$ cat config.mk
export PLATFORM = sky130hd
export DESIGN_NAME = fir_stream_ctrl
export DESIGN_NICKNAME = d
export VERILOG_FILES = /design/src/rtl/fir_ctrl_pkg.sv /design/src/rtl/fir_out_fifo.sv /design/src/rtl/fir_stream_ctrl.sv
export SDC_FILE = /design/constraint.sdc
export NUM_CORES = 1
export LEC_CHECK = 0
export CAP_MARGIN = 10
export CORE_ASPECT_RATIO = 0.5
export CORE_MARGIN = 1.5
export CORE_UTILIZATION = 54
export DETAILED_ROUTE_END_ITERATION = 10
export PLACE_DENSITY = 0.86
export REMOVE_ABC_BUFFERS = 1
export SYNTH_ARGS = -nofsm -noshare
export SYNTH_HDL_FRONTEND = slang
export SYNTH_SLANG_ARGS = --single-unit
$ cat constraint.sdc
create_clock -name clk -period 2.5 [get_ports clk]
set_input_delay 0.5 -clock clk [delete_from_list [all_inputs] [get_ports clk]]
set_output_delay 0.5 -clock clk [all_outputs]
set_load 0.01 [all_outputs]
$ cat src/rtl/fir_ctrl_pkg.sv
// Shared types and sizing helpers for the FIR stream controller.
// Imported by the controller top and its output FIFO.
package fir_ctrl_pkg;

   typedef enum logic [1:0] {
      IDLE = 2'd0,
      RUN  = 2'd1,
      WAIT = 2'd2
   } state_t;

   localparam int DIN_W_DEF  = 8;
   localparam int DOUT_W_DEF = 16;

   // Width of a counter that must hold values 0..timeout.
   function automatic int cnt_width(input int timeout);
      return (timeout < 1) ? 1 : $clog2(timeout + 1);
   endfunction

endpackage

$ cat src/rtl/fir_out_fifo.sv
// Synchronous result FIFO; power-of-two depth, so the pointers wrap naturally.
// The head entry is always visible on dout, with no read latency.
module fir_out_fifo #(
   parameter int WIDTH = 16,
   parameter int DEPTH = 4,
   parameter int CNT_W = $clog2(DEPTH + 1)
) (
   input  logic             clk,
   input  logic             rst,
   input  logic             push,
   input  logic [WIDTH-1:0] din,
   input  logic             pop,
   output logic [WIDTH-1:0] dout,
   output logic [CNT_W-1:0] count,
   output logic             empty
);

   localparam int PTR_W = $clog2(DEPTH);

   logic [WIDTH-1:0] mem [DEPTH];
   logic [PTR_W-1:0] wr_ptr;
   logic [PTR_W-1:0] rd_ptr;
   logic             full;
   logic             do_push;
   logic             do_pop;

   assign full    = (count == CNT_W'(DEPTH));
   assign empty   = (count == '0);
   assign do_push = push && !full;
   assign do_pop  = pop && !empty;
   assign dout    = mem[rd_ptr];

   // NOTE: the storage array has no reset; only pointers and count define validity.
   always_ff @(posedge clk) begin
      if (do_push) mem[wr_ptr] <= din;
   end

   // NOTE: non-blocking assignments keep every flop updating from pre-edge values.
   always_ff @(posedge clk) begin
      if (rst) begin
         wr_ptr <= '0;
         rd_ptr <= '0;
         count  <= '0;
      end else begin
         if (do_push) wr_ptr <= wr_ptr + PTR_W'(1);
         if (do_pop)  rd_ptr <= rd_ptr + PTR_W'(1);
         case ({do_push, do_pop})
            2'b10:   count <= count + CNT_W'(1);
            2'b01:   count <= count - CNT_W'(1);
            default: count <= count;
         endcase
      end
   end

endmodule

$ cat src/rtl/fir_stream_ctrl.sv
// Runs one FIR core iteration per accepted sample, buffers the 16-bit results
// and streams each one out as low byte then high byte, with watchdog and sticky errors.
module fir_stream_ctrl
   import fir_ctrl_pkg::*;
#(
   parameter int DIN_W      = DIN_W_DEF,
   parameter int DOUT_W     = DOUT_W_DEF,
   parameter int FIFO_DEPTH = 4,
   parameter int TIMEOUT    = 255
) (
   input  logic              clk,
   input  logic              rst,
   input  logic              s_valid,
   input  logic [DIN_W-1:0]  s_data,
   output logic              s_ready,
   output logic [DIN_W-1:0]  x_rsc_dat,
   output logic              core_run,
   input  logic              core_complete,
   input  logic [DOUT_W-1:0] y_rsc_dat,
   output logic              m_valid,
   output logic [DIN_W-1:0]  m_data,
   output logic              m_last,
   input  logic              m_ready,
   output logic              busy,
   input  logic              clear_err,
   output logic              timeout_err,
   output logic              spurious_err
);

   localparam int CNT_W  = cnt_width(TIMEOUT);
   localparam int FCNT_W = $clog2(FIFO_DEPTH + 1);

   state_t            state_q;
   state_t            state_d;
   logic [CNT_W-1:0]  wait_cnt;
   logic              accept;
   logic              push;
   logic              timeout_hit;
   logic              spurious;
   logic              byte_sel;
   logic              pop;
   logic [DOUT_W-1:0] fifo_dout;
   logic [FCNT_W-1:0] fifo_count;
   logic              fifo_empty;

   assign s_ready  = (state_q == IDLE) && (fifo_count < FCNT_W'(FIFO_DEPTH));
   assign busy     = (state_q != IDLE);
   assign spurious = core_complete && (state_q != WAIT);

   // NOTE: every combinational output gets a default first so no latch is inferred.
   always_comb begin
      state_d     = state_q;
      accept      = 1'b0;
      push        = 1'b0;
      timeout_hit = 1'b0;
      case (state_q)
         IDLE: begin
            if (s_valid && s_ready) begin
               accept  = 1'b1;
               state_d = RUN;
            end
         end
         RUN:  state_d = WAIT;
         WAIT: begin
            // Completion on the terminal count still counts as a good result.
            if (core_complete) begin
               push    = 1'b1;
               state_d = IDLE;
            end else if (wait_cnt == CNT_W'(TIMEOUT - 1)) begin
               timeout_hit = 1'b1;
               state_d     = IDLE;
            end
         end
         default: state_d = IDLE;
      endcase
   end

   always_ff @(posedge clk) begin
      if (rst) begin
         state_q      <= IDLE;
         x_rsc_dat    <= '0;
         core_run     <= 1'b0;
         wait_cnt     <= '0;
         byte_sel     <= 1'b0;
         timeout_err  <= 1'b0;
         spurious_err <= 1'b0;
      end else begin
         state_q  <= state_d;
         core_run <= accept;
         if (accept) x_rsc_dat <= s_data;
         if (state_q == RUN)       wait_cnt <= '0;
         else if (state_q == WAIT) wait_cnt <= wait_cnt + CNT_W'(1);
         if (m_valid && m_ready)   byte_sel <= ~byte_sel;
         // A new error event outranks a simultaneous clear.
         if (timeout_hit)    timeout_err <= 1'b1;
         else if (clear_err) timeout_err <= 1'b0;
         if (spurious)       spurious_err <= 1'b1;
         else if (clear_err) spurious_err <= 1'b0;
      end
   end

   assign m_valid = !fifo_empty;
   assign m_last  = byte_sel;
   assign m_data  = byte_sel ? fifo_dout[DOUT_W-1:DIN_W] : fifo_dout[DIN_W-1:0];
   assign pop     = m_valid && m_ready && byte_sel;

   fir_out_fifo #(
      .WIDTH (DOUT_W),
      .DEPTH (FIFO_DEPTH),
      .CNT_W (FCNT_W)
   ) u_fifo (
      .clk   (clk),
      .rst   (rst),
      .push  (push),
      .din   (y_rsc_dat),
      .pop   (pop),
      .dout  (fifo_dout),
      .count (fifo_count),
      .empty (fifo_empty)
   );

endmodule
# Word-level counts from Yosys, hierarchy flattened
# Memory sizes are Yosys's and may differ from the RTL's. A register that Yosys moved wholly into a read port is not among the register bits.
# Cells that the tools add are included.
[op_classes]
muxes = 20
bitwise = 1
add_sub_neg = 5
n_reduce_logical = 17
n_eq_ne = 9
n_lt_le_gt_ge = 1
[op_table]
columns = ["cell", "n"]
rows = [
  ["two-way mux 1 bit", 12],
  ["two-way mux 2 bit", 5],
  ["adder 8 x 1 -> 8 bit, second input constant", 1],
  ["== test 8 bit, second input constant", 1],
  ["two-way mux 8 bit", 1],
  ["nonzero test 2 bit", 4],
  ["logical AND 1 bit", 7],
  ["case mux 2 bit (3 select lines)", 1],
  ["case mux 3 bit (2 select lines)", 1],
  ["adder 2 x 1 -> 2 bit, second input constant", 2],
  ["== test 2 x 1 -> 1 bit, second input constant", 2],
  ["== test 2 bit, second input constant", 2],
  ["adder 3 x 1 -> 3 bit, second input constant", 1],
  ["== test 3 bit, second input constant", 1],
  ["zero test 3 bit", 1],
  ["< comparator 3 bit, second input constant", 1],
  ["inequality test 3 bit, second input constant", 1],
  ["subtractor 3 x 1 -> 3 bit, second input constant", 1],
  ["zero test 1 bit", 2],
  ["zero test 2 bit", 1],
  ["inequality test 2 x 1 -> 1 bit, second input constant", 1],
  ["inequality test 2 bit, second input constant", 1],
  ["AND reduction 2 bit", 1],
  ["OR reduction 2 bit", 1],
  ["NOT 1 bit", 1],
]
[totals]
n_memories = 1
ramBits = 64
word_cells = 64
in_bits = 30
out_inout_bits = 23
ff_bits = 29
[mem_list]
columns = ["memory", "depth", "width", "read_ports", "rd_ports_with_merged_regs", "wr", "line_no", "text"]
rows = [
  ["u_fifo.mem", 4, 16, 1, 1, 1, "fir_out_fifo.sv:20", "logic [WIDTH-1:0] mem [DEPTH];"],
]

# Depth between registers and ports, before layout
# Gate-level depths: netlist of run 1.
[depth]
word_depth = 7
depth_mapped = 10
mapped_depth_nobuf = 9

# Hierarchy
# Synthesis of run 1 repeated with hierarchy kept, for this count alone.
[unflattened]
hier_cells = 254
hier_area_um2 = 3868.7
[modules_own_cells]
columns = ["module", "cells_each", "area_each_um2", "instances", "seq_area_each_um2"]
rows = [
  ["fir_out_fifo", 137, 2834.0, 1, 2102.0],
  ["fir_stream_ctrl", 117, 1034.7, 1, 440.4],
]

# Worst setup path after synthesis of run 1
# OpenSTA, ideal clock, no wires.
[synth_timing]
path_type = "flip-flop to flip-flop"
start = "register byte_sel (netlist: m_last)"
end = "register u_fifo.count[2]"
setup_ns = 0.070
t_arrival_ns = 2.177
setup_slack_ns = 0.253
synth_period_minus_slack_ns = 2.247
stages_incl_launch_ff = 9
path_buffers = 1
required_ns = 2.430
cell_sequence = "dfxtp_1 clkbuf_1 o311a_1 ha_1 inv_1 fa_1 xor2_1 or3_1 a21oi_1"
[synth_via]
elab_chain_len = 4
[synth_lines]
columns = ["element", "line_no", "text"]
rows = [
  ["start, declared", "fir_stream_ctrl.sv:40", "logic byte_sel;"],
  ["start signal, assigned", "fir_stream_ctrl.sv:93", "if (m_valid && m_ready) byte_sel <= ~byte_sel;"],
  ["logical AND 1 bit (*)", "fir_stream_ctrl.sv:105", "assign pop = m_valid && m_ready && byte_sel;"],
  ["logical AND 1 bit (*)", "fir_out_fifo.sv:30", "assign do_pop = pop && !empty;"],
  ["net u_fifo.do_pop", "fir_out_fifo.sv:25", "logic do_pop;"],
  ["== test 2 x 1 -> 1 bit or == test 2 bit (tied branches)", "fir_out_fifo.sv:47", "case ({do_push, do_pop})"],
  ["case mux 3 bit (2 select lines) or nonzero test 2 bit (tied branches)", "n/a", ""],
  ["end signal, assigned", "fir_out_fifo.sv:48", "2'b10: count <= count + CNT_W'(1);"],
  ["end signal, assigned", "fir_out_fifo.sv:49", "2'b01: count <= count - CNT_W'(1);"],
  ["end signal, assigned", "fir_out_fifo.sv:50", "default: count <= count;"],
  ["end, declared", "fir_out_fifo.sv:14", "output logic [CNT_W-1:0] count,"],
]
# The timed path passes the listed nets; every way through them passes the cells marked *.
# A chain may end at the register's enable or synchronous reset.

==> out/metrics.sh, run 1 <==
CRITICAL_PATH_CLASS='register to output pin'
GRT_PASS1_VIAS=2525
CRIT_PATH_END_KIND='output pin'
WORST-PATH-MAX-FANOUT=8
SKEW_NS=0.00809
GRT_SETUP_UNREPAIRED='no'
LAYOUT_WORST_PATH_CYCLE_SHARE=0.974
BUFFER_PORTS.INSERTED=52
REGTOREGSTARTPOINT='state_q[0]$_SDFFE_PP0P_'
SYNTH-SEQ-AREA-SHARE=0.654
CORE_AREA_UM2=6830
GRT_REMAINING_OVERFLOW=0
SLOWEST_DELAY_NS=0.53
SYNTH-WARNING-COUNT=0
MAXSLEWVIOLCOUNT=0
SYNTH_AREA_PER_INST_UM2=14.9
AREA.GROWTH.SYNTH_TO_FINAL_PCT=25.9
START_UTIL=0.569
CRITPATHCAPTURE='m_data[0]'
WL_PER_CELL_UM=18.2
POSTSYNTH.ASYNCRESETSHARE=0
SETUP_TOTAL_NEGATIVE_SLACK_NS=0
TIMING.SLEW.HEADROOM=0.538
DP.FINAL_HPWL_UM=4650
CLOCKBUFFERDEPTH=2
GRT_MAX_DEGREE=23
SYNTHESIS.INSTANCES=261
POWER.IR.VDD_WORST_mV=0.326
LAYOUT_MIN_CYCLE_TIME_NS=2.44
POST_CTS_HOLD_BUFFER_COUNT=0
YOSYSUNIQUECELLTYPES=43
CTS_MAX_LEVEL=3
TIMING.FMAX_GHz=0.410
CP_NUM_BUF_INV=2
POSTROUTEANTENNANETS=0
DRT_WL_TOTAL_UM=7670
SYNTHFLOPTYPE='edfxtp_1'
SYNTH-SEQ-CELLS=95
WORST-R2R-CELL-COUNT=9
POWER.LEAKAGE_nW=1.68
TIMING.MAX_CAP.VIOLATIONS=0
GRT_ANTENNA_BEFORE_REPAIR=0
SYNTH_ENABLE_FLOP_CELLS=64
OUTCOME='finished, final reports clean'
FLOORPLAN_DIE_AREA_UM2=7750
COUNT_OF_FINAL_HOLD_CHECK_VIOLATIONS=0
TIMING.CRITICAL_PATH.ARRIVAL_NS=1.94
CRIT_START_CATEGORY='register'
PLACE.GP.CONGESTION=0.793
ROUTE.DETAILED.DRC=0
CTS_BUFFERS=9
R2R_SETUP_SLACK_NS=0.34
GRT_PASS1_WL_UM=12400
TIMING.CRITICAL_PATH.DEPTH=4
MAPPEDNETLISTAREA_UM2=3890
CLK_ROOT_BUFFER_CELL='clkbuf_16'
VIA_COUNT=2391
CHIPWIDTH_UM=123
STD_CELL_ROWS=21
POWER-PER-CELL-AREA_nW_PER_UM2=679
SETUP_VIOL=0
WORSTPATHCELLLIST='buf_12 > mux4_2 > mux2_2 > clkdlybuf4s15_1'
FINAL_NETS=363
NUM_ANTENNA_CELLS=0
CRIT-REG2REG-CAPTURE='u_fifo.count[2]$_SDFFE_PP0P_'
DETAILEDROUTE.FIRSTPASSITERATIONCOUNT=4
CP_TOP_FAMILY='multiplexers'
CLK-INSERTION-DELAY-LATE_NS=0.34
CLOCK-SINKS=95
MIN-DELAY-PATH-CLASS='register to register'
TIMING.CRITICAL_PATH.REQUIRED_NS=2.00
GR-USAGE-ALL-LAYERS=0.219
DIE_H_UM=63.0
DESIGN_AREA_UM2=4900
CTS_TREE='built'
CRIT_PATH_TOP_DELAY_CELL='mux4_2'
COUNT_OF_BOUNDARY_I_O_PINS=53
CLK_PIN_SLEW_WORST_PATHS_NS=0.07
WORST-SLEW-PIN-TRANSITION_NS=0.691
DETAILED_PLACE.AREA_UM2=4550
VIASPERCELL=5.67
FIRST_ITER_VIOLATIONS=147
LAYOUT-DRIVE-GT1-SHARE=0.179
==> worst min-delay path by stage <==
| stage | startpoint | to | slack (ns) | cells after the start |
|---|---|---|---|---|
| 2_1_floorplan | wait_cnt[7]$_SDFFE_PP0N_ | wait_cnt[7]$_SDFFE_PP0N_ | 0.46 | 2 |
| 3_3_place_gp | x_rsc_dat[6]$_SDFFE_PP0P_ | x_rsc_dat[6]$_SDFFE_PP0P_ | 0.44 | 2 |
| 3_5_place_dp | x_rsc_dat[3]$_SDFFE_PP0P_ | x_rsc_dat[3]$_SDFFE_PP0P_ | 0.45 | 2 |
| 4_1_cts | x_rsc_dat[3]$_SDFFE_PP0P_ | x_rsc_dat[3]$_SDFFE_PP0P_ | 0.46 | 2 |
| 5_1_grt | x_rsc_dat[3]$_SDFFE_PP0P_ | x_rsc_dat[3]$_SDFFE_PP0P_ | 0.47 | 2 |
| 6_report | x_rsc_dat[3]$_SDFFE_PP0P_ | x_rsc_dat[3]$_SDFFE_PP0P_ | 0.45 | 2 |
==> kinds of logic (layout without fill, tap and decap cells) <==
logic type / count (synthesis) / count (layout) / share of synthesized area
AO/OA/AOI/OAI: 39 / 39 / 0.0643
AND/OR/NAND/NOR: 65 / 65 / 0.0933
multiplexers: 24 / 24 / 0.116
flip-flops: 95 / 95 / 0.654
buffers and inverters: 25 / 94 / 0.0341
adder cells (fa/ha/maj): 8 / 8 / 0.0277
XOR/XNOR: 5 / 5 / 0.0113
==> layer usage <==
metal,global-route usage,share of wire,vias to the layer above
li1,-,-,1124
met1,0.256,0.41,1196
met2,0.401,0.53,63
met3,0.0620,0.049,8
met4,0.0517,0.0077,0
met5,0,0,-
==> cell usage in the layout, fill, tap and decap left out, types with 5 or more instances in the layout <==
cell type,Yosys,final
clkdlybuf4s50_1,0,44
nor2_1,14,14
mux2_2,8,8
a221oi_1,5,5
dfxtp_1,31,30
o31ai_1,5,5
clkbuf_16,0,9
nand2_1,19,19
nand2b_1,5,5
inv_1,12,12
ha_1,7,7
mux4_2,16,16
buf_4,1,12
o21ai_0,5,5
edfxtp_1,64,64
a21oi_1,17,17
==> worst register-to-register path: stages (launching register included) <==
cell	delay (ns)
dfxtp_1	0.55
nand3b_1	0.20
nor2_1	0.06
inv_1	0.06
ha_1	0.17
inv_1	0.07
fa_1	0.38
xor2_1	0.16
or3_1	0.30
a21oi_1	0.15
==> final cells by class <==
type	count	area, um^2
multi-input cells	141	1210
inverters	12	45.0
clock inverters	7	97.6
fillers	443	1930
repair buffers	66	653
clock buffers	9	225
flip-flops and latches	95	2550
well taps	92	115
==> through the flow <==
stage                     hold WS, ns  instances  power, W   util  worst slack, ns
after floorplan                 0.461        248   0.00181      -            0.261
after global placement          0.442        405   0.00192  0.666           0.0694
after detailed placement        0.445        405   0.00193  0.666          0.00563
after CTS                       0.455        422   0.00334  0.716           0.0173
after global routing            0.468        422   0.00342  0.717         0.000293
final                           0.454        422   0.00333  0.717           0.0638
==> cells in the mapped netlist (all sizes together) (5+ instances only) <==
| master | number | area share |
|---|---|---|
| clkbuf | 6 | 0.0084 |
| o21ai | 5 | 0.0064 |
| a21oi | 17 | 0.022 |
| mux2 | 8 | 0.023 |
| nand2b | 5 | 0.0080 |
| dfxtp | 31 | 0.16 |
| nor2 | 14 | 0.014 |
| a221oi | 5 | 0.011 |
| o31ai | 5 | 0.0097 |
| mux4 | 16 | 0.093 |
| nand2 | 19 | 0.018 |
| edfxtp | 64 | 0.49 |
| buf | 7 | 0.014 |
| inv | 12 | 0.012 |
| ha | 7 | 0.023 |
==> sequential cells by signal (all words and copies together) (netlist names), named ones only <==
name	cells
wait_cnt	8
u_fifo.mem	64
m_last	1
x_rsc_dat	8
state_q	2
u_fifo.rd_ptr	2
spurious_err	1
timeout_err	1
u_fifo.count	3
core_run	1
u_fifo.wr_ptr	2
==> what timing repair did <==
item	CTS	global route
gates resized for setup	11	4
buffers inserted	0	0
endpoints found under the setup margin	8	4
cloned	1	0
==> where the power goes <==
part	total, W	internal (W)	switching (W)	leakage [nW]
combinational	0.000186	0.000103	0.0000826	0.694
sequential	0.00171	0.00169	0.0000144	0.829
clock	0.00143	0.000808	0.000625	0.158
total	0.00333	0.00260	0.000722	1.68
Power figures use the tool's default switching activity.
==> inputs of run 2 (changes only) <==
--- a/config.mk
+++ b/config.mk
@@ -10,7 +10,7 @@
 export CORE_MARGIN = 1.5
 export CORE_UTILIZATION = 54
 export DETAILED_ROUTE_END_ITERATION = 10
-export PLACE_DENSITY = 0.86
+export PLACE_DENSITY = 0.79
 export REMOVE_ABC_BUFFERS = 1
 export SYNTH_ARGS = -nofsm -noshare
 export SYNTH_HDL_FRONTEND = slang
==> out/metrics.sh, run 2 (synthesized netlist as in run 1, its figures left out) <==
TIMING.CRITICAL_PATH.ARRIVAL_NS=1.93  # about the same
LAYOUT.CELLS.MOST_COMMON='edfxtp_1'
CRITICAL_PATH_CLASS='register to output pin'
GRT_MAX_DEGREE=24  # +4.3%
CLOCK-SINKS=95  # unchanged
TIMING.FMAX_GHz=0.411  # about the same
MAXSLEWVIOLCOUNT=0  # unchanged
DESIGN_AREA_UM2=4820  # -1.5%
TOTAL_PLACED_CELLS_INCLUDING_TAP_CELLS=404  # -0.25%
COMBPWRFRAC=0.059  # +0.003
DETAILEDROUTE.FIRSTPASSITERATIONCOUNT=5  # +1
WL_PER_CELL_UM=16.9  # -6.8%
NUM_ANTENNA_CELLS=0  # unchanged
INSTANCES_NO_FILL=421  # -0.24%
REGTOREGSTARTPOINT='u_fifo.count[0]$_SDFFE_PP0P_'
SWITCHING_POWER_W=0.000624  # -14%
DIE_H_UM=63.0  # unchanged
GRT_ANTENNA_BEFORE_REPAIR=0  # unchanged
FLOORPLAN_DIE_AREA_UM2=7750  # unchanged
LAYOUT_WORST_PATH_CYCLE_SHARE=0.974  # about the same
DP.FINAL_HPWL_UM=4610  # -0.97%
DRT_WL_TOTAL_UM=7130  # -7.0%
POWER_FRAC_SEQ=0.552  # +0.039
MOSTFREQUENTLAYOUTCELLS='edfxtp_1 (64), clkdlybuf4s50_1 (44), dfxtp_1 (30)'
FINAL_NETS=362  # -0.28%
POWER-PER-CELL-AREA_nW_PER_UM2=641  # -5.6%
TOP_REGISTER='u_fifo.mem'
GRT_PASS1_WL_UM=11600  # -6.4%
ROUTE.DETAILED.DRC=0  # unchanged
OUTCOME='finished, final reports clean'
MIN-DELAY-PATH-CLASS='register to register'
VIASPERCELL=5.60  # -1.2%
CHIPWIDTH_UM=123  # unchanged
REG_TOP3='u_fifo.mem (64), wait_cnt (8), x_rsc_dat (8)'
TIMING.MAX_CAP.VIOLATIONS=0  # unchanged
CLK-INSERTION-DELAY-LATE_NS=0.34  # about the same
TIMING.CRITICAL_PATH.REQUIRED_NS=2.00  # about the same
POSTROUTEANTENNANETS=0  # unchanged
POST-PLACE-WS_NS=-0.0150  # -0.0206 ns
TIMING.FINAL.WS_SETUP_NS=0.0655  # +0.00172 ns
FIRST_ITER_VIOLATIONS=129  # -12%
TIMING.SLEW.HEADROOM=0.543  # +0.00454
SEQ_AREA_UM2=2550  # unchanged
COUNT_OF_FINAL_HOLD_CHECK_VIOLATIONS=0  # unchanged
LAYOUT-DRIVE-GT1-SHARE=0.161  # -0.0177
DETAILED_PLACE.AREA_UM2=4540  # -0.17%
AREA.GROWTH.SYNTH_TO_FINAL_PCT=24.0
POWER.IR.VDD_WORST_mV=0.356  # +9.4%
SETUP_TOTAL_NEGATIVE_SLACK_NS=0  # unchanged
WORST-SLEW-PIN-TRANSITION_NS=0.684  # -0.00680 ns
POWER.SHARE.SWITCHING=0.202  # -0.0153
HOLD_PATH_STARTPOINT='x_rsc_dat[7]$_SDFFE_PP0P_'
SETUP_VIOL=0  # unchanged
COUNT_OF_BOUNDARY_I_O_PINS=53  # unchanged
CTS_TREE='built'
CTS_MAX_LEVEL=3  # unchanged
GRT_SETUP_UNREPAIRED='no'
GR-USAGE-ALL-LAYERS=0.205  # -0.0146
CORE_AREA_UM2=6830  # unchanged
WORST-PATH-MAX-FANOUT=8  # unchanged
MULTI_INPUT_AREA_UM2=1210  # unchanged
GRT_REMAINING_OVERFLOW=0  # unchanged
CTS_BUFFERS=9  # unchanged
MAX_REG_FLOPS=64  # unchanged
CLKPWRFRAC=0.389  # -0.042
SKEW_NS=0.00977  # +0.00168 ns
CLK_ROOT_BUFFER_CELL='clkbuf_16'
CRIT_PATH_END_KIND='output pin'
INTPOWER_W=0.00247  # -5.2%
START_UTIL=0.569  # unchanged
POWER.LEAKAGE_nW=1.64  # -2.4%
CLK_PIN_SLEW_WORST_PATHS_NS=0.06  # about the same
GRT_PASS1_VIAS=2454  # -2.8%
LAYOUT_MIN_CYCLE_TIME_NS=2.43  # -0.00172 ns
PLACE.GP.CONGESTION=0.762  # -3.9%
VIA_COUNT=2356  # -1.5%
CRIT_START_CATEGORY='register'
FILL_CELL_INSTANCE_COUNT_OF_THE_FINAL_LAYOUT=451  # +1.8%
BUFFER_PORTS.INSERTED=52  # unchanged
CLOCKBUFFERDEPTH=2  # unchanged
STD_CELL_ROWS=21  # unchanged
run 2: changes by cell type in the layout (fill, tap and decap cells not counted), sizes merged:
cell	change
buf	-1
bufinv	-1
clkbuf	+4
clkdlybuf4s15	-2
clkinv	-1
clkinvlp	+1
dlygate4sd2	+2
inv	-3
run 2: per-layer routing:
metal  track usage  share of wire
met3        0.0785          0.054
met1         0.240           0.41
met5             0              0
met2         0.354           0.52
met4        0.0532         0.0095
run 2: power groups by stage:
stage,sequential [W],clock [W],combinational [W]
5_1_grt,0.00171,0.00129,0.000200
2_1_floorplan,0.00175,0,0.0000564
4_1_cts,0.00171,0.00123,0.000185
3_3_place_gp,0.00174,0,0.000180
3_5_place_dp,0.00174,0,0.000187
6_report,0.00171,0.00120,0.000184
run 2: timing repair:
| action | CTS | global route |
|---|---|---|
| setup buffers | 0 | 0 |
| resized for setup | 11 | 2 |
| hold buffers | 0 | 0 |
| cloned | 1 | 0 |
| setup endpoints to repair | 8 | 2 |
run 2: final cells by class:
class                   instances  area share
clock buffers                  13      0.0498
clock inverters                 3     0.00415
inverters                      12     0.00934
multi-input cells             141       0.252
flip-flops and latches         95       0.528
well taps                      92      0.0239
repair buffers                 65       0.133
run 2: final timing paths:
| path | to | slack (ns) | cells after the start |
|---|---|---|---|
| worst max-delay path | m_data[4] | 0.07 | 4 |
| worst min-delay path | x_rsc_dat[7]$_SDFFE_PP0P_ | 0.46 | 2 |
| worst max register to register | u_fifo.count[2]$_SDFFE_PP0P_ | 0.36 | 9 |
| worst min register to register | x_rsc_dat[7]$_SDFFE_PP0P_ | 0.46 | 2 |
run 2: worst max-delay path, cell delays in order (launching register included):
cell and delay (ns):
dfxtp_4 0.39, buf_12 0.15, mux4_2 0.50, mux2_2 0.27, dlygate4sd2_1 0.29
run 2: stage by stage:
stage	power [W]	utilization	hold slack, ns
finish	0.00309	0.706	0.461
global route	0.00320	0.706	0.482
CTS	0.00313	0.706	0.462
detailed placement	0.00193	0.665	0.450
global placement	0.00192	0.665	0.444
floorplan	0.00181	-	0.461
